--- src/rtl/event_arbiter_8.sv ---
// ============================================================================
// Module      : event_arbiter_8
// Description : Captures rising edges on 8 event lines into a pending vector
//               and grants them one at a time in round-robin order.
// Revision    : 1.0 - initial release
// ============================================================================
`default_nettype none

module event_arbiter_8 (
  input  logic       clk,
  input  logic       rst,
  input  logic [7:0] req_in,
  input  logic       grant_ack,
  output logic [7:0] grant,
  output logic       grant_valid,
  output logic [7:0] pending,
  output logic       overflow
);

  localparam logic [2:0] c_LAST_RST = 3'd7;

  typedef enum logic [0:0] {
    IDLE  = 1'b0,
    GRANT = 1'b1
  } state_t;

  state_t     r_state;
  logic [7:0] r_req_prev;
  logic [7:0] r_pending;
  logic       r_overflow;
  logic [2:0] r_last;
  logic [2:0] r_grant_idx;
  logic [7:0] r_grant;
  logic       r_grant_valid;

  logic [7:0] w_rise;
  logic [7:0] w_clear;
  logic [7:0] w_pend_next;
  logic       w_lost;
  logic [2:0] w_sel_idx;
  logic [7:0] w_sel_onehot;

  // Scan last+8 down to last+1 so the nearest index after last is written last
  // and therefore wins; last itself only wins when it is the sole pending bit.
  function automatic logic [2:0] rr_pick(input logic [7:0] p, input logic [2:0] last);
    logic [2:0] k;
    logic [2:0] pick;
    pick = last;
    for (int i = 8; i >= 1; i--) begin
      k = last + 3'(i);
      if (p[k]) pick = k;
    end
    return pick;
  endfunction

  assign w_rise       = req_in & ~r_req_prev;
  assign w_clear      = (r_grant_valid && grant_ack) ? r_grant : 8'h00;
  assign w_pend_next  = (r_pending & ~w_clear) | w_rise;
  assign w_lost       = |(w_rise & r_pending & ~w_clear);
  assign w_sel_idx    = rr_pick(r_pending, r_last);
  assign w_sel_onehot = 8'h01 << w_sel_idx;

  always_ff @(posedge clk) begin
    if (rst) begin
      r_state       <= IDLE;
      r_req_prev    <= 8'h00;
      r_pending     <= 8'h00;
      r_overflow    <= 1'b0;
      r_last        <= c_LAST_RST;
      r_grant_idx   <= 3'd0;
      r_grant       <= 8'h00;
      r_grant_valid <= 1'b0;
    end else begin
      r_req_prev <= req_in;
      r_pending  <= w_pend_next;
      if (w_lost) r_overflow <= 1'b1;

      case (r_state)
        IDLE: begin
          if (|r_pending) begin
            r_grant       <= w_sel_onehot;
            r_grant_idx   <= w_sel_idx;
            r_grant_valid <= 1'b1;
            r_state       <= GRANT;
          end else begin
            r_grant       <= 8'h00;
            r_grant_valid <= 1'b0;
          end
        end
        GRANT: begin
          if (grant_ack) begin
            r_last        <= r_grant_idx;
            r_grant       <= 8'h00;
            r_grant_valid <= 1'b0;
            r_state       <= IDLE;
          end
        end
        default: begin
          r_grant       <= 8'h00;
          r_grant_valid <= 1'b0;
          r_state       <= IDLE;
        end
      endcase
    end
  end

  assign grant       = r_grant;
  assign grant_valid = r_grant_valid;
  assign pending     = r_pending;
  assign overflow    = r_overflow;

endmodule

`default_nettype wire

--- config.mk ---
export PLATFORM = sky130hd
export DESIGN_NAME = event_arbiter_8
export DESIGN_NICKNAME = d
export VERILOG_FILES = /design/src/rtl/event_arbiter_8.sv
export SDC_FILE = /design/constraint.sdc
export NUM_CORES = 1
export LEC_CHECK = 0
export CORE_UTILIZATION = 55
export CTS_BUF_LIST = sky130_fd_sc_hd__clkbuf_4 sky130_fd_sc_hd__clkbuf_8 sky130_fd_sc_hd__clkbuf_16
export DETAILED_ROUTE_END_ITERATION = 8
export PLACE_DENSITY_LB_ADDON = 0.12
export SYNTH_ARGS = -nofsm -noshare
export SYNTH_HDL_FRONTEND = slang
export SYNTH_SLANG_ARGS = --single-unit
--- constraint.sdc ---
create_clock -name clk -period 4 [get_ports clk]
set_input_delay 0.4 -clock clk [delete_from_list [all_inputs] [get_ports clk]]
set_output_delay 0.4 -clock clk [all_outputs]
set_load 0.005 [all_outputs]
==> key figures, run 1 <==
Global route
  – All-layer global routing usage: 27.37%
  – Aggregate global routing overflow: 0
  – Wire length of the first global-routing pass: 8.445 mm
  – Via count of the first global-routing pass: 1694
  – Number of antenna violations at the first check in global routing: 0
  – Largest net degree at the start of global routing: 28

Floorplanning
  – Initial Utilization: 57.38%
  – Number of placement rows: 22
  – Area of the core: 3661 sq um
  – Number of ports placed on the die boundary: 29
  – Die width: 63.80 um
  – Total Die Area: 4070 sq um
  – Y dimension of the die: 63.80 um

Route
  – Iter 0 DRT Violations: 152
  – Number of nets with antenna violations after routing: 0
  – Total Routed Length: 4.993 mm
  – Count of TritonRoute iterations in the first routing pass: 4
  – Final routed DRC violation total: 0
  – Final routed wire length divided by cell count: 16.93 um
  – Vias post-DR: 1818
  – Routed via count divided by cell count: 6.163

STA
  – Unrepaired setup endpoints after global routing: false
  – Worst Slack Setup Final: 1.031 ns
  – Final worst clock skew: 0.008418 ns
  – Final Hold Violating Endpoints: 0
  – Highest achievable clock rate: 0.3369 GHz
  – Final setup violation count: 0
  – Worst Max-Slew Pin Slew: 0.9397 ns
  – Slew headroom: 37.15%
  – Final count of pins violating max slew: 0
  – Period utilisation layout: 74.22%
  – Shortest period the worst path allows: 2.969 ns
  – Total negative slack for setup checks: 0 ns

Synth
  – Average instance area after synthesis: 9.549 sq um
  – Post-synthesis instance total: 220
  – Number of distinct library cells after synthesis: 55
  – Synthesized netlist net count: 233
  – Synth area leaders: sky130_fd_sc_hd__dfxtp_1 31%, sky130_fd_sc_hd__mux4_2 12%, sky130_fd_sc_hd__nand2_1 4.8%
  – Post-synthesis sequential element count: 33
  – Cell with the most instances after synthesis: sky130_fd_sc_hd__dfxtp_1
  – Cell area after synthesis: 2101 sq um
  – Post-synth top area cell: sky130_fd_sc_hd__dfxtp_1
  – Fraction of the yosys area taken by sequential cells: 31.45%
  – Post-synthesis async set-or-reset flop share: 0%
  – Prevailing post-synth register cell: sky130_fd_sc_hd__dfxtp_1
  – Total number of yosys warnings: 0
  – Leading cell types by count after synthesis: 33 x sky130_fd_sc_hd__dfxtp_1, 27 x sky130_fd_sc_hd__nand2_1, 17 x sky130_fd_sc_hd__a21oi_1
  – Share of the synthesized area in the top cell type: 31.45%
  – Number of synthesized flops with an enable pin: 0

Critical path
  – Critical path start-end classification: register to register
  – WP data required: 4.22 ns
  – Reg2reg start: r_last[1]
  – Endpoint class of the critical path: register
  – First element of the critical path: r_last[1]
  – Type of origin of the critical path: register
  – Arrival time at the worst endpoint: 3.19 ns
  – Worst Path Max Fanout: 14

Pwr
  – Reg power frac: 38.2%
  – Internal Pwr Total: 702.5 uW
  – Power density normalized to cell area: 426.1 nW/um^2
  – Comb power frac: 37.7%
  – Clk pwr share: 24.1%
  – Share of total power consumed by net switching: 33.66%
  – Power dissipated by switching net loads: 356.4 uW
  – Worst IR drop on VDD: 0.2984 mV
  – Post-layout power: 1059 uW
  – Leak: 0.0009818 uW

Layout
  – Number of diodes added for antenna fixing: 0
  – Finished layout cell area: 2485 sq um
  – Layout area overhead: 18.28%
  – Share of cells above drive strength 1: 14.98%
  – Post-layout net count: 259
  – Number of filler cells placed in the layout: 308

Clock tree
  – Buffer levels on the longest clock path: 2
  – Library cell used as clock root buffer: sky130_fd_sc_hd__clkbuf_8
  – Post-cts gate resize count: 0
  – Num CTS Buffers: 5
  – Skew-Pair Late Insertion Delay: 0.28 ns
  – Number of hold buffers added after cts: 0
  – Clock sinks: 33
  – Post-CTS Setup Repair Bufs: 0
  – Maximum level of the CTS H-tree: 2
  – Clock transition at the registers of the reported paths: 0.07 ns
  – TritonCTS clock tree: yes

Place
  – Post-DP HPWL: 3.570 mm
  – Placer Congestion: 0.8203
  – Worst slack, placed: 1.046 ns
  – Cell area reported after detailed placement: 2394 sq um
  – Number of port buffers: 28

Min path
  – Beginning of the worst hold path: r_grant_idx[0]
  – Kind of path behind the tightest hold check: register to register

Run status
  – Run status: finished, final reports clean

Run
  – Max-Cap Viols: 0
registers in the layout (all words and copies together), names as in the netlist:
name / count
r_req_prev: 8
pending: 8
grant_valid: 1
r_last: 3
r_state: 1
r_grant_idx: 3
overflow: 1
grant: 8
cell type report:
class / instances / area, sq um / area share (%)
clock buffer: 8 / 91.34 / 3.676
timing repair buffer: 30 / 295.3 / 11.88
sequential: 33 / 660.6 / 26.59
inverter: 6 / 22.52 / 0.9063
tap: 48 / 60.06 / 2.417
multi-input combinational: 170 / 1355 / 54.53
metrics by stage:
stage / hold WS [ns] / std cells / util, %
floorplan: 0.4319 / 220 / -
global placement: 0.4407 / 287 / 65.38
detailed placement: 0.4477 / 287 / 65.38
CTS: 0.4568 / 295 / 67.87
global route: 0.4982 / 295 / 67.87
finish: 0.4612 / 295 / 67.87
placed cells by master, fill, tap and decap left out, types with 2 or more instances in the layout:
| master | n |
|---|---|
| sky130_fd_sc_hd__a211o_1 | 3 |
| sky130_fd_sc_hd__a211oi_1 | 3 |
| sky130_fd_sc_hd__a21oi_1 | 17 |
| sky130_fd_sc_hd__a221oi_1 | 2 |
| sky130_fd_sc_hd__a2bb2oi_1 | 3 |
| sky130_fd_sc_hd__a31oi_1 | 2 |
| sky130_fd_sc_hd__a32o_1 | 2 |
| sky130_fd_sc_hd__a41o_1 | 2 |
| sky130_fd_sc_hd__and2_1 | 3 |
| sky130_fd_sc_hd__and3_1 | 3 |
| sky130_fd_sc_hd__buf_4 | 2 |
| sky130_fd_sc_hd__clkbuf_4 | 3 |
| sky130_fd_sc_hd__clkbuf_8 | 5 |
| sky130_fd_sc_hd__clkdlybuf4s50_1 | 28 |
| sky130_fd_sc_hd__dfxtp_1 | 33 |
| sky130_fd_sc_hd__ha_1 | 2 |
| sky130_fd_sc_hd__inv_1 | 5 |
| sky130_fd_sc_hd__mux2_2 | 5 |
| sky130_fd_sc_hd__mux2_4 | 2 |
| sky130_fd_sc_hd__mux2i_1 | 9 |
| sky130_fd_sc_hd__mux4_2 | 11 |
| sky130_fd_sc_hd__nand2_1 | 27 |
| sky130_fd_sc_hd__nand2b_1 | 12 |
| sky130_fd_sc_hd__nand3_1 | 2 |
| sky130_fd_sc_hd__nor2_1 | 9 |
| sky130_fd_sc_hd__nor2b_1 | 10 |
| sky130_fd_sc_hd__nor3_1 | 3 |
| sky130_fd_sc_hd__nor4_1 | 2 |
| sky130_fd_sc_hd__o21a_1 | 3 |
| sky130_fd_sc_hd__o21ai_0 | 2 |
| sky130_fd_sc_hd__o22ai_1 | 5 |
| sky130_fd_sc_hd__o41ai_1 | 4 |
| sky130_fd_sc_hd__xnor2_1 | 2 |
power by group through the flow:
stage | Sequential [uW] | Clock (uW) | Combinational, uW
after floorplan | 399 | 0 | 292
after CTS | 404 | 262 | 397
after global routing | 410 | 274 | 438
after detailed placement | 410 | 0 | 395
after global placement | 411 | 0 | 391
final | 404 | 256 | 399
kinds of logic after synthesis:
| logic type | share of synthesized area [%] |
|---|---|
| AO/OA/AOI/OAI | 20.43 |
| XOR/XNOR | 1.251 |
| adder cells (fa/ha/maj) | 1.191 |
| buffers and inverters | 4.050 |
| flip-flops | 31.45 |
| multiplexers | 21.44 |
| AND/OR/NAND/NOR | 20.19 |
layer usage:
layer / up-vias / track usage (%) / share of wire (%) / routed length (um)
li1: 889 / - / - / -
met1: 869 / 37.84 / 45 / 2247
met2: 54 / 43.09 / 48 / 2401
met3: 6 / 4.107 / 5.6 / 278
met4: 0 / 10.23 / 1.3 / 66
met5: - / 0 / 0 / 0
final timing paths:
path	depth (start not counted)	to	slack [ns]
worst max-delay path	8	grant[0]	1.03
worst min-delay path	2	r_grant_idx[0]	0.46
worst max register to register	8	grant[0]	1.03
worst min register to register	2	r_grant_idx[0]	0.46
critical path: stages (launching register included):
cell,delay (ns)
sky130_fd_sc_hd__dfxtp_1,0.34
sky130_fd_sc_hd__inv_1,0.06
sky130_fd_sc_hd__ha_1,0.62
sky130_fd_sc_hd__mux2_2,0.41
sky130_fd_sc_hd__mux4_2,0.51
sky130_fd_sc_hd__a311oi_1,0.27
sky130_fd_sc_hd__nand2_1,0.12
sky130_fd_sc_hd__o2bb2ai_1,0.36
sky130_fd_sc_hd__a32o_1,0.22
(Power assumes the default switching activity.)
==> run 2: changes to the inputs <==
Clock period 4 ns to 2.8 ns, I/O delays scaled along.
==> run 2 against run 1 <==
Combinational power up 56%. Register-to-register slack got worse by 0.92 ns. Sequential power is 43% higher. Clock-buffer cell count is 3 lower. Non-clock buffer count grew 6. Critical path type unchanged. Critical endpoint is now grant[5].
==> key figures, run 2 (synthesis gave the netlist of run 1 again) <==
Critical path
  – Endpoint class of the critical path: register
  – Cell-by-cell listing of the critical path: inv_1 > ha_4 > mux2_2 > mux4_2 > a311oi_2 > nand2_1 > a2bb2oi_2 > o41ai_1
  – Register-to-Register Path Depth: 8 (unchanged)
  – Reg-to-reg slack, setup: 0.11 ns (-0.92 ns)
  – Worst Path Max Fanout: 12 (-2)
  – Cell class contributing the biggest share of worst-path delay: multiplexers
  – Slowest CP cell: sky130_fd_sc_hd__mux4_2
  – Delay contributed by the slowest stage of the critical path: 0.53 ns (-0.09 ns)
  – Endpoint of the lowest-slack register-to-register path: grant[5]
  – WP data required: 2.98 ns (-1.24 ns)
  – Type of origin of the critical path: register
  – Worst setup endpoint: grant[5]
  – CP Depth: 8 (unchanged)
  – Arrival time at the worst endpoint: 2.87 ns (-0.32 ns)
  – First element of the critical path: r_last[0]
  – Reg2reg start: r_last[0]
  – Crit path buffers/inverters: 1 (unchanged)
  – Critical path start-end classification: register to register

Global route
  – All-layer global routing usage: 28.05% (+0.68 points)
  – GR met1 Demand/Resource: 37.63% (-0.21 points)
  – Met2 track demand over resource: 45.08% (+2.0 points)
  – Wire length of the first global-routing pass: 8.756 mm (+3.7%)
  – Global routing's busiest layer: met2
  – Aggregate global routing overflow: 0 (unchanged)
  – Via count of the first global-routing pass: 1756 (+3.7%)
  – Number of antenna violations at the first check in global routing: 0 (unchanged)
  – Largest net degree at the start of global routing: 19 (-32%)
  – Global routing met3 resource utilization: 5.357% (+1.2 points)

Place
  – Post-DP HPWL: 3.751 mm (+5.1%)
  – Number of port buffers: 28 (unchanged)
  – Placer Congestion: 0.8909 (+8.6%)

STA
  – Period utilisation layout: 95.95% (+22 points)
  – Final worst clock skew: 0.003067 ns (-0.005352 ns)
  – Final Hold Violating Endpoints: 0 (unchanged)
  – Final count of pins violating max slew: 0 (unchanged)
  – Unrepaired setup endpoints after global routing: true
  – Highest achievable clock rate: 0.3722 GHz (+10%)
  – Worst Max-Slew Pin Slew: 0.4822 ns (-0.4576 ns)
  – Final setup violation count: 0 (unchanged)
  – Slew headroom: 67.81% (+31 points)
  – Shortest period the worst path allows: 2.687 ns (-0.2821 ns)
  – Hold WS: 0.4696 ns (+0.008426 ns)

Pwr
  – Leak: 0.001003 uW (+2.1%)
  – Power density normalized to cell area: 598.7 nW/um^2 (+40%)
  – Worst IR drop on VDD: 0.4002 mV (+34%)
  – Post-layout power: 1525 uW (+44%)

Route
  – Vias post-DR: 1895 (+4.2%)
  – Count of TritonRoute iterations in the first routing pass: 4 (unchanged)
  – Iter 0 DRT Violations: 236 (+55%)
  – Final routed wire length divided by cell count: 17.41 um (+2.9%)
  – Number of nets with antenna violations after routing: 0 (unchanged)
  – Final routed DRC violation total: 0 (unchanged)
  – Total Routed Length: 5.205 mm (+4.2%)
  – Routed via count divided by cell count: 6.338 (+2.8%)

Layout
  – Footprint of the multi-input gates: 1386 sq um (+2.3%)
  – Share of cells above drive strength 1: 17.93% (+2.9 points)
  – Layout area overhead: 21.26%
  – Number of diodes added for antenna fixing: 0 (unchanged)
  – Combined flip-flop and latch cell area: 660.6 sq um (unchanged)
  – Number of filler cells placed in the layout: 288 (-6.5%)
  – Most frequent cells in the layout: 33 x sky130_fd_sc_hd__dfxtp_1, 28 x sky130_fd_sc_hd__clkdlybuf4s50_1, 27 x sky130_fd_sc_hd__nand2_1, 17 x sky130_fd_sc_hd__a21oi_1, 12 x sky130_fd_sc_hd__nand2b_1
  – Most common cell after layout, fill and taps aside: sky130_fd_sc_hd__dfxtp_1
  – Post-layout net count: 265 (+2.3%)

Floorplanning
  – Number of ports placed on the die boundary: 29 (unchanged)
  – Die width: 63.80 um (unchanged)
  – Number of placement rows: 22 (unchanged)
  – Initial Utilization: 57.38% (unchanged)
  – Area of the core: 3661 sq um (unchanged)
  – Total Die Area: 4070 sq um (unchanged)
  – Y dimension of the die: 63.80 um (unchanged)

Clock tree
  – Library cell used as clock root buffer: sky130_fd_sc_hd__clkbuf_8
  – Maximum level of the CTS H-tree: 2 (unchanged)
  – TritonCTS clock tree: yes
  – Num CTS Buffers: 5 (unchanged)
  – Buffer levels on the longest clock path: 2 (unchanged)
  – Clock sinks: 33 (unchanged)
  – Skew-Pair Late Insertion Delay: 0.28 ns (about the same)
  – Clock transition at the registers of the reported paths: 0.06 ns (about the same)

Run
  – Max-Cap Viols: 0 (unchanged)

Run status
  – Run status: finished, final reports clean

Min path
  – Kind of path behind the tightest hold check: register to register
-- run 2: changes by cell type in the layout (fill, tap and decap cells not counted), sizes merged --
cell	delta
buf	+6
clkinv	+1
clkbuf	-3
-- run 2: tightest hold or removal path: stages, from the launching register on --
cell	delay [ns]
sky130_fd_sc_hd__dfxtp_1	0.31
sky130_fd_sc_hd__nand2_1	0.05
sky130_fd_sc_hd__a21oi_1	0.06
-- run 2: how the worst min path moves through the flow --
stage / start / depth (start not counted) / to
6_report: r_grant_idx[0] / 2 / r_grant_idx[0]
5_1_grt: r_grant_idx[0] / 2 / r_grant_idx[0]
4_1_cts: grant[1] / 2 / grant[1]
3_5_place_dp: grant[1] / 2 / grant[1]
3_3_place_gp: r_grant_idx[0] / 2 / r_grant_idx[0]
2_1_floorplan: req_in[0] / 1 / r_req_prev[0]
-- run 2: repair_timing --
action,in CTS,in global routing
buffers inserted,0,1
gates resized for setup,0,4
hold buffers,0,0
endpoints found under the setup margin,0,7
-- run 2: through the flow --
stage	setup TNS, ns	std cells	area [sq um]	utilization [%]	setup WS (ns)
2_1_floorplan	0	220	2120	-	0.02133
3_3_place_gp	0	292	2444	66.75	0.1934
3_5_place_dp	0	292	2444	66.75	0.1423
4_1_cts	0	298	2517	68.76	0.1424
5_1_grt	-0.03865	299	2547	69.58	-0.03865
6_report	0	299	2547	69.58	0.1134
-- run 2: cell type report --
class | count | area share, %
multi-input combinational | 170 | 54.42
timing repair buffer | 36 | 13.51
clock inverter | 1 | 0.1965
sequential | 33 | 25.93
clock buffer | 5 | 2.701
inverter | 6 | 0.8841
tap | 48 | 2.358
-- run 2: layer usage --
metal	vias to the layer above	wire length, um	share of wire (%)
li1	904	-	-
met1	916	2357	45
met2	63	2492	48
met3	12	263	5.1
met4	0	91	1.7
met5	-	0	0
-- run 2: power by group --
| part | switching (uW) | internal, uW |
|---|---|---|
| combinational | 315 | 307 |
| sequential | 57.4 | 521 |
| clock | 161 | 163 |
| total | 534 | 991 |
==> run 3: changes to the inputs <==
Settings changed: CORE_MARGIN set to 8.
==> run 3 against run 2 <==
Critical path depth increased by 1. Core utilization is 2.7 points higher. Die area is 49% higher. Final area rose by 3.9%. Non-clock buffer count up 4. Sequential cell count unchanged. First-iteration DRC count shrank 46%. Combinational power is 9.0% higher. Maximum frequency down 2.4%. Critical path type unchanged. Largest power group unchanged. Highest routed layer unchanged.
==> key figures, run 3 (synthesis gave the netlist of run 1 again) <==
Layout
  – Post-layout net count: 269 (+1.5%)
  – Combined flip-flop and latch cell area: 663.1 sq um (+0.38%)
  – Footprint of the multi-input gates: 1421 sq um (+2.5%)
  – Number of diodes added for antenna fixing: 0 (unchanged)
  – Most common cell after layout, fill and taps aside: sky130_fd_sc_hd__dfxtp_1
  – Layout area overhead: 25.97%
  – Number of filler cells placed in the layout: 293 (+1.7%)
  – Most frequent cells in the layout: 31 x sky130_fd_sc_hd__dfxtp_1, 28 x sky130_fd_sc_hd__clkdlybuf4s50_1, 26 x sky130_fd_sc_hd__nand2_1, 17 x sky130_fd_sc_hd__a21oi_1, 12 x sky130_fd_sc_hd__nand2b_1
  – Share of cells above drive strength 1: 22.57% (+4.6 points)
  – Final core utilization: 72.28% (+2.7 points)
  – Final cell count without fillers: 305 (+2.0%)

Global route
  – All-layer global routing usage: 17.62% (-10 points)
  – Number of antenna violations at the first check in global routing: 0 (unchanged)
  – Via count of the first global-routing pass: 1848 (+5.2%)
  – Largest net degree at the start of global routing: 21 (+2)
  – Aggregate global routing overflow: 0 (unchanged)
  – Wire length of the first global-routing pass: 8.894 mm (+1.6%)

Route
  – Iter 0 DRT Violations: 128 (-46%)
  – Total Routed Length: 5.499 mm (+5.6%)
  – Vias post-DR: 1911 (+0.84%)
  – Wire length on met1: 2.403 mm (+2.0%)
  – Met2 routed WL: 2.654 mm (+6.5%)
  – Met3 WL post-DR: 338 um (+29%)
  – Count of TritonRoute iterations in the first routing pass: 4 (unchanged)
  – Number of nets with antenna violations after routing: 0 (unchanged)
  – Routed via count divided by cell count: 6.266 (-1.1%)
  – Final routed wire length divided by cell count: 18.03 um (+3.6%)
  – Highest Signal Layer: met4
  – Final routed DRC violation total: 0 (unchanged)

Place
  – Total instance count after detailed placement: 291 (-0.34%)
  – Placer Congestion: 0.8781 (-1.4%)
  – Number of port buffers: 28 (unchanged)
  – Post-DP HPWL: 3.816 mm (+1.8%)

Critical path
  – WP data required: 2.98 ns (about the same)
  – Slowest CP cell: sky130_fd_sc_hd__mux4_2
  – Type of origin of the critical path: register
  – Cell-by-cell listing of the critical path: inv_1 > ha_4 > buf_4 > mux2_4 > mux4_2 > buf_4 > o2111ai_2 > nand3_4 > o41ai_2
  – Endpoint class of the critical path: register
  – Critical path start-end classification: register to register
  – Delay contributed by the slowest stage of the critical path: 0.51 ns (-0.02 ns)
  – CP most frequent cell: sky130_fd_sc_hd__buf_4
  – Register-to-Register Path Depth: 9 (+1)
  – Worst Path Max Fanout: 8 (-4)
  – Arrival time at the worst endpoint: 2.93 ns (+0.06 ns)
  – Endpoint of the lowest-slack register-to-register path: grant[1]
  – Reg2reg start: r_last[0]
  – Reg-to-reg slack, setup: 0.05 ns (-0.07 ns)

Run
  – Max-Cap Viols: 0 (unchanged)

STA
  – Final worst clock skew: 0.005655 ns (+0.002588 ns)
  – Worst Max-Slew Pin Slew: 0.4629 ns (-0.01926 ns)
  – Final count of pins violating max slew: 0 (unchanged)
  – Final setup violation count: 0 (unchanged)
  – Highest achievable clock rate: 0.3631 GHz (-2.4%)
  – Total negative slack for setup checks: 0 ns (unchanged)
  – Slew headroom: 69.03% (+1.2 points)
  – Final Hold Violating Endpoints: 0 (unchanged)
  – Shortest period the worst path allows: 2.754 ns (+0.06736 ns)
  – Period utilisation layout: 98.35% (+2.4 points)

Clock tree
  – TritonCTS clock tree: yes
  – Skew-Pair Late Insertion Delay: 0.28 ns (about the same)
  – Clock transition at the registers of the reported paths: 0.07 ns (about the same)
  – Clock sinks: 33 (unchanged)
  – Num CTS Buffers: 5 (unchanged)
  – Maximum level of the CTS H-tree: 2 (unchanged)
  – Buffer levels on the longest clock path: 2 (unchanged)
  – Library cell used as clock root buffer: sky130_fd_sc_hd__clkbuf_8

Floorplanning
  – Area of the core: 3661 sq um (unchanged)
  – Number of ports placed on the die boundary: 29 (unchanged)
  – Total Die Area: 6053 sq um (+49%)
  – Die width: 77.80 um (+22%)
  – Y dimension of the die: 77.80 um (+22%)
  – Initial Utilization: 57.38% (unchanged)
  – Number of placement rows: 22 (unchanged)

Pwr
  – Leak: 0.001053 uW (+5.0%)
  – Power density normalized to cell area: 622.1 nW/um^2 (+3.9%)
  – Worst IR drop on VDD: 0.3953 mV (-1.2%)

Min path
  – Depth of the worst hold-timing path: 2 (unchanged)
  – Hold EP: r_grant_idx[0]
  – Kind of path behind the tightest hold check: register to register
  – Beginning of the worst hold path: r_grant_idx[0]

Run status
  – Run status: finished, final reports clean
[run 3: cell count changes in the layout (fill, tap and decap cells not counted), sizes merged]
cell	previous run	this run
buf	8	12
clkbuf	5	7
[run 3: power breakdown]
part           switching [uW]  total, uW  internal [uW]
Clock                     168        390            222
Sequential               56.5        578            521
Combinational             341        678            337
Total                     566       1650           1080
[run 3: what timing repair did]
action / CTS / global route
hold endpoints to repair: 0 / 0
gates resized for setup: 0 / 14
endpoints found under the setup margin: 0 / 9
hold buffers: 0 / 0
setup buffers: 0 / 6
[run 3: cell type report]
class                      instances  share of cell area [%]
clock buffer                       7                   3.641
clock inverter                     1                  0.1891
inverter                           6                  0.8511
multi-input combinational        170                   53.71
sequential                        33                   25.06
tap                               48                   2.270
timing repair buffer              40                   14.28
[run 3: critical path, delay by kind of cell (launching register included)]
family,cells,cell delay (ns)
compound gates,2,0.62
fa+ha+maj,1,0.31
buf+inv,3,0.39
flops,1,0.34
mux,2,0.81
simple gates,1,0.17
[run 3: per-layer routing]
layer  track usage (%)  up-vias
met2             28.32       75
li1                  -      904
met4             6.604        0
met1             22.71      920
met3             3.456       12
met5                 0        -
[run 3: how the worst max path moves through the flow]
| stage | start | end | slack, ns |
|---|---|---|---|
| 2_1_floorplan | r_last[0] | grant[1] | 0.02 |
| 3_3_place_gp | r_last[1] | grant[3] | 0.18 |
| 3_5_place_dp | r_last[1] | grant[5] | 0.08 |
| 4_1_cts | r_last[1] | grant[7] | 0.03 |
| 5_1_grt | r_last[0] | grant[1] | -0.02 |
| 6_report | r_last[0] | grant[1] | 0.05 |
[run 3: metrics by stage]
step / worst slack (ns) / hold slack, ns / instance area, sq um / total power, uW
CTS: 0.02919 / 0.4528 / 2537 / 1558
global placement: 0.1778 / 0.4384 / 2436 / 1168
finish: 0.04608 / 0.4520 / 2646 / 1646
floorplan: 0.02133 / 0.4082 / 2120 / 992.9
detailed placement: 0.07620 / 0.4438 / 2436 / 1169
global route: -0.02235 / 0.4841 / 2646 / 1730
